**src/rtl/mod_addsub_pipe.sv**
```systemverilog
// Two-stage pipelined modular add/sub/butterfly/negate; each op carries its own q and tag.
// Latency 2 cycles, 1 op/cycle; a stalled stage holds, in_ready = S1 can advance.
// MODADDSUB_RANGE_CHECK_EN adds a per-op operand range flag (out_err) that zeroes results.
module mod_addsub_pipe #(
    parameter int DATA_W = 32,
    parameter int TAG_W  = 8
) (
    input  logic              clk,
    input  logic              reset,
    input  logic              in_valid,
    output logic              in_ready,
    input  logic [1:0]        in_mode,
    input  logic [DATA_W-1:0] in_q,
    input  logic [DATA_W-1:0] in_a,
    input  logic [DATA_W-1:0] in_b,
    input  logic [TAG_W-1:0]  in_tag,
    output logic              out_valid,
    input  logic              out_ready,
    output logic [DATA_W-1:0] out_res0,
    output logic [DATA_W-1:0] out_res1,
    output logic [TAG_W-1:0]  out_tag,
    output logic              out_err
);

    typedef enum logic [1:0] {
        MODE_ADD  = 2'b00,
        MODE_SUB  = 2'b01,
        MODE_BFLY = 2'b10,
        MODE_NEG  = 2'b11
    } mode_e;

    typedef struct packed {
        mode_e             mode;
        logic [DATA_W-1:0] q;
        logic [TAG_W-1:0]  tag;
        logic [DATA_W:0]   sum;
        logic [DATA_W:0]   diff;
    } s1_t;

    logic s1_valid;
    logic s2_valid;
    logic adv1;
    logic adv2;
    s1_t  s1;
    s1_t  s1_d;

    assign adv2      = ~s2_valid | out_ready;
    assign adv1      = ~s1_valid | adv2;
    assign in_ready  = adv1;
    assign out_valid = s2_valid;

    // Stage 1: raw sum and difference, one extra bit so q near 2^DATA_W cannot overflow
    always_comb begin
        s1_d.mode = mode_e'(in_mode);
        s1_d.q    = in_q;
        s1_d.tag  = in_tag;
        s1_d.sum  = {1'b0, in_a} + {1'b0, in_b};
        if (s1_d.mode == MODE_NEG) begin
            s1_d.diff = {1'b0, in_q} - {1'b0, in_a};
        end else begin
            s1_d.diff = {1'b0, in_a} - {1'b0, in_b};
        end
    end

    always_ff @(posedge clk) begin
        if (reset) begin
            s1_valid <= 1'b0;
            s1       <= '0;
        end else if (adv1) begin
            s1_valid <= in_valid;
            s1       <= s1_d;
        end
    end

`ifdef MODADDSUB_RANGE_CHECK_EN
    logic s1_err;
    logic err_d;

    assign err_d = (in_a >= in_q) | ((in_b >= in_q) && (in_mode != 2'b11));

    always_ff @(posedge clk) begin
        if (reset) begin
            s1_err <= 1'b0;
        end else if (adv1) begin
            s1_err <= err_d;
        end
    end
`endif

    // Stage 2: single conditional correction by q
    logic [DATA_W-1:0] add_red;
    logic [DATA_W-1:0] sub_red;
    logic [DATA_W-1:0] neg_red;
    logic [DATA_W-1:0] res0_d;
    logic [DATA_W-1:0] res1_d;

    always_comb begin
        add_red = (s1.sum >= {1'b0, s1.q}) ? (s1.sum[DATA_W-1:0] - s1.q) : s1.sum[DATA_W-1:0];
        sub_red = s1.diff[DATA_W] ? (s1.diff[DATA_W-1:0] + s1.q) : s1.diff[DATA_W-1:0];
        // q - a equals q exactly when a == 0, and -0 mod q is 0
        neg_red = (s1.diff == {1'b0, s1.q}) ? '0 : s1.diff[DATA_W-1:0];
        res0_d  = '0;
        res1_d  = '0;
        case (s1.mode)
            MODE_ADD:  res0_d = add_red;
            MODE_SUB:  res0_d = sub_red;
            MODE_BFLY: begin
                res0_d = add_red;
                res1_d = sub_red;
            end
            MODE_NEG:  res0_d = neg_red;
            default:   res0_d = '0;
        endcase
`ifdef MODADDSUB_RANGE_CHECK_EN
        if (s1_err) begin
            res0_d = '0;
            res1_d = '0;
        end
`endif
    end

    always_ff @(posedge clk) begin
        if (reset) begin
            s2_valid <= 1'b0;
            out_res0 <= '0;
            out_res1 <= '0;
            out_tag  <= '0;
        end else if (adv2) begin
            s2_valid <= s1_valid;
            out_res0 <= res0_d;
            out_res1 <= res1_d;
            out_tag  <= s1.tag;
        end
    end

`ifdef MODADDSUB_RANGE_CHECK_EN
    always_ff @(posedge clk) begin
        if (reset) begin
            out_err <= 1'b0;
        end else if (adv2) begin
            out_err <= s1_err;
        end
    end
`else
    assign out_err = 1'b0;
`endif

endmodule

```
**config.mk**
```make
export PLATFORM = sky130hd
export DESIGN_NAME = mod_addsub_pipe
export DESIGN_NICKNAME = d
export VERILOG_FILES = /design/src/rtl/mod_addsub_pipe.sv
export SDC_FILE = /design/constraint.sdc
export NUM_CORES = 1
export LEC_CHECK = 0
export ABC_AREA = 1
export CAP_MARGIN = 20
export CORE_UTILIZATION = 30
export DETAILED_ROUTE_END_ITERATION = 8
export PLACE_DENSITY = 0.57
export SLEW_MARGIN = 20
export SYNTH_ARGS = -nofsm -noshare
export SYNTH_HDL_FRONTEND = slang
export SYNTH_SLANG_ARGS = --single-unit
```
**constraint.sdc**
```tcl
create_clock -name clk -period 5.6 [get_ports clk]
set_input_delay 0.56 -clock clk [delete_from_list [all_inputs] [get_ports clk]]
set_output_delay 0.56 -clock clk [all_outputs]
set_load 0.02 [all_outputs]
```
### Yosys cells after proc, flatten, opt, wreduce, memory -nomap -nowiden

Index checks and enable logic that the tools add are counted.

* word-level logic and storage cells: 33
* input bits: 110
* register bits: 182

* bitwise operators: 4
* magnitude comparators: 1
* reductions and logical operators: 2
* equality and inequality tests: 5
* add/subtract/negate cells: 5
* mux-type cells: 6

Operators by type and width (number)
* $mux 32: 4
* $pmux 32 s3: 1
* $sub 32x32->33: 2
* $add 32x32->33: 1
* $eq 33x32->1: 1
* $ge 33x32->1: 1
* $mux 33: 1
* $add 32x32->32: 1
* $sub 32x32->32: 1
* $eq 2x2->1 const B: 3
* $eq 2x1->1 const B: 1
* $logic_not 2->1: 1
* $not 1->1: 2
* $or 1x1->1: 2
* $reduce_or 2->1: 1

### Depth between registers and ports, before layout

* depth in word-level cells: 3
* depth in mapped cells: 18
* depth with buffers taken out: 18

### Worst setup path before layout

Ideal clock, no wire load.

* path type: input port to flip-flop
* from: input port in_q[0]
* to: register s1[28] in the netlist's numbering
* cell stages on the path: 15
* setup slack: 3.176 ns
* arrival time: 2.315 ns
* required time: 5.491 ns
* cell sequence: inv_1 ha_1 fa_1 inv_1 nand2_1 o21ai_0 nand3_1 nand3b_1 nand3_1 nand2_1 nand2_1 nand3_1 nand3_1 nand2_1 inv_1

* word-level cells in the longest chain between the ends: 2

Ends and longest elaborated chain
* from (decl): RTL line 13 `input logic [DATA_W-1:0] in_q,`
* $sub 32x32->33: RTL line 59 `s1_d.diff = {1'b0, in_q} - {1'b0, in_a};`
* $mux 33: RTL line 58 `if (s1_d.mode == MODE_NEG) begin`
* to (signal assigned): RTL line 68 `s1 <= '0;`
* to (signal assigned): RTL line 71 `s1 <= s1_d;`
* to (decl): RTL line 44 `s1_t s1;`

No other way between the ends.
A chain may end at the register's enable or synchronous reset.

### Final worst setup path

* from: register s1[51] in the netlist's numbering
* to: register out_res0[5]

* word-level cells in the longest chain between the ends: 3

Ends and longest elaborated chain
* $ge 33x32->1: RTL line 98 `add_red = (s1.sum >= {1'b0, s1.q}) ? (s1.sum[DATA_W-1:0] - s1.q) : s1.sum[DATA_W-1:0];`
* $mux 32: RTL line 98
* $pmux 32 s3: RTL line 104 `case (s1.mode)`
* to (signal assigned): RTL line 130 `out_res0 <= res0_d;`
* to (decl): RTL line 19 `output logic [DATA_W-1:0] out_res0,`

No other way between the ends.

==> reports/metrics.cfg <==
[route]
wl_mm = 84.3
via_per_inst = 5.09
drt-pass1-iter-count = 7
wl_per_cell_um = 19.3
via_count = 22200
drc = 0
drtIter0Drc = 2091
postRouteAntennaNets = 0

[logic_synthesis]
synth_top_area_share = 0.189
netlist_area_um2 = 19200
async_flop_share = 0
ys.flop_type = dfxtp_1
avgSynthCellArea_um2 = 5.65
ys_top_cells_by_area = dfxtp_1, nand2_1, inv_1
yosysMostFrequentCell = nand2_1
synth-warning-count = 0
ys_seq_area_frac = 0.189
synth_top_area_cell = dfxtp_1
ys_seq_elements = 182
syn_inst = 3401
synth_edf_count = 0
synth_fp_nets = 3675
synth_common_cells = nand2_1, inv_1, nor2_1
ys_types = 48

[cells_and_area]
areaGrowthSynthToFinish_pct = 16.4
fillCellCount = 7209
diodes = 0
fin_area_um2 = 22400
drive_gt1_frac = 0.0255
nets = 3785

[run_status]
status = finished clean

[global_route]
groute.usage.overall = 0.257
grt_max_degree = 134
grt_pass1_vias = 21200
grt_first_pass_wirelength_mm = 125
grt_overflow = 0
antenna_found_initial = 0

[min_path]
min_path_type = reg2reg

[die]
io-pin-count = 185
die_w_um = 255
core_area_um2 = 63200
start_util = 0.304
die_h_um = 255
die-area_um2 = 65100
rows = 92

[worst_setup_path]
end_kind = register
crit_type = reg2reg
path_max_fanout = 51
worst_ep_required_time_ps = 5940
critPathArrivalTime_ps = 3620
cp-start-kind = register

[placed_design]
hpwlAfterDp_mm = 69.1
place.gp.congestion = 0.993
placed_cell_area_um2 = 21800
numPortBuffers = 183

[sta]
skew_ps = 14.5
tightest_slew_ps = 926
finalMaxSlewViolations = 0
setup_viol_count_final = 0
hold_slack_ps = 467
rsz0062_at_grt = no
slew_headroom = 0.376
final.period_utilization = 0.585
finalHoldViolCount = 0
fmax_mhz = 305
fin_setup_tns_ps = 0
finalCriticalPeriod_ps = 3270

[power_and_ir_drop]
switching_share = 0.462
comb_power_share = 0.479
p_seq_frac = 0.285
switchingPower_mw = 2.57
fin_total_pwr_mw = 5.57
intPower_mw = 3.00
ir_drop_v = 0.000214
p_clk_frac = 0.236
p_leak_nw = 11.6
p_per_area_nw_per_um2 = 249

[job]
drv_cap = 0

[clock_tree]
hold_buffers = 0
cts_tree = done
ctsHtreeMaxLevel = 4
clkSinkCount = 182
clk-insertion-delay-late_ps = 480
post_cts_resized = 0
numCtsBuffers = 17
clkTransAtPathRegs_ps = 70
cts-root-buf = clkbuf_16
cts.path.max_buffers = 2
post_cts.repair.setup_buffers = 0

worst max-delay path, stage by stage, from the launching register on:
cell and delay [ps]:
dfxtp_1 520, ha_1 330, nand2_1 160, nor2_2 70, nand2_1 90, nor2_2 50, nand2_1 110, nand3_1 100
nor2_2 500, nand2_4 500, o211ai_1 540, a21oi_1 110
logic make-up after synthesis:
logic type / share of synthesized area
AOI/OAI and AO/OA: 0.173
xor gates and xnor gates: 0.0223
adders and majority gates: 0.109
buffers and inverters: 0.146
DFF: 0.189
other: 0.000195
and+or+nand+nor: 0.360
metrics by stage:
step	instances	utilization	setup slack [ps]
detailed placement	4338	0.345	2220
global placement	4338	0.345	2230
global route	4370	0.354	2160
CTS	4370	0.354	2410
finish	4370	0.354	2330
floorplan	3401	-	3180
path summary, 6_finish.rpt:
path / startpoint / endpoint / slack [ps] / cells after the start
setup / recovery: s1[51] / out_res0[5] / 2330 / 11
hold / removal: out_res1[25] / out_res1[25] / 470 / 2
setup reg to reg: s1[51] / out_res0[5] / 2330 / 11
hold reg to reg: out_res1[25] / out_res1[25] / 470 / 2
layout make-up:
| type | instances | area (um2) | share of cell area |
|---|---|---|---|
| Clock inverter | 15 | 181 | 0.00811 |
| Sequential cell | 182 | 3640 | 0.163 |
| Tap cell | 846 | 1060 | 0.0473 |
| Inverter | 616 | 2310 | 0.103 |
| Multi-Input combinational cell | 2496 | 12800 | 0.572 |
| Clock buffer | 17 | 425 | 0.0190 |
| Timing Repair Buffer | 198 | 1950 | 0.0872 |
power by group through the flow:
stage | clock, mW | sequential (mW) | combinational (mW)
after floorplan | 0 | 1.61 | 1.65
after global placement | 0 | 1.61 | 2.62
after detailed placement | 0 | 1.61 | 2.61
after CTS | 1.34 | 1.58 | 2.62
after global routing | 1.39 | 1.60 | 2.93
final | 1.32 | 1.59 | 2.67
layer usage:
metal | track usage | part of all wire | up-vias | routed length, um
li1 | - | - | 11000 | -
met1 | 0.334 | 0.43 | 10300 | 36400
met2 | 0.433 | 0.47 | 823 | 39400
met3 | 0.0228 | 0.058 | 145 | 4900
met4 | 0.109 | 0.042 | 0 | 3510
met5 | 0 | 0 | - | 0
cells in the final DEF (no fill, tap or decap), drive strengths merged, types with 6 or more instances in the layout:
master	Yosys	routed
clkdlybuf4s50	0	182
a31oi	7	7
nand3	279	279
xor2	30	30
o211ai	39	39
o21a	7	7
o21bai	24	24
and2	6	6
nand3b	19	19
nor3	35	35
inv	614	622
clkbuf	60	17
nand2	939	939
xnor2	19	19
a21oi	314	314
nor4	9	9
o21ai	206	206
dfxtp	182	182
or2	10	10
nand4	26	26
nor2	337	337
buf	47	16
ha	159	159
a21o	10	10
sequential cells by signal, summed over array words and instances (netlist names):
name	count
out_tag	8
out_valid	1
s1_valid	1
out_res1	32
s1	108
out_res0	32
(Power assumes the default switching activity.)
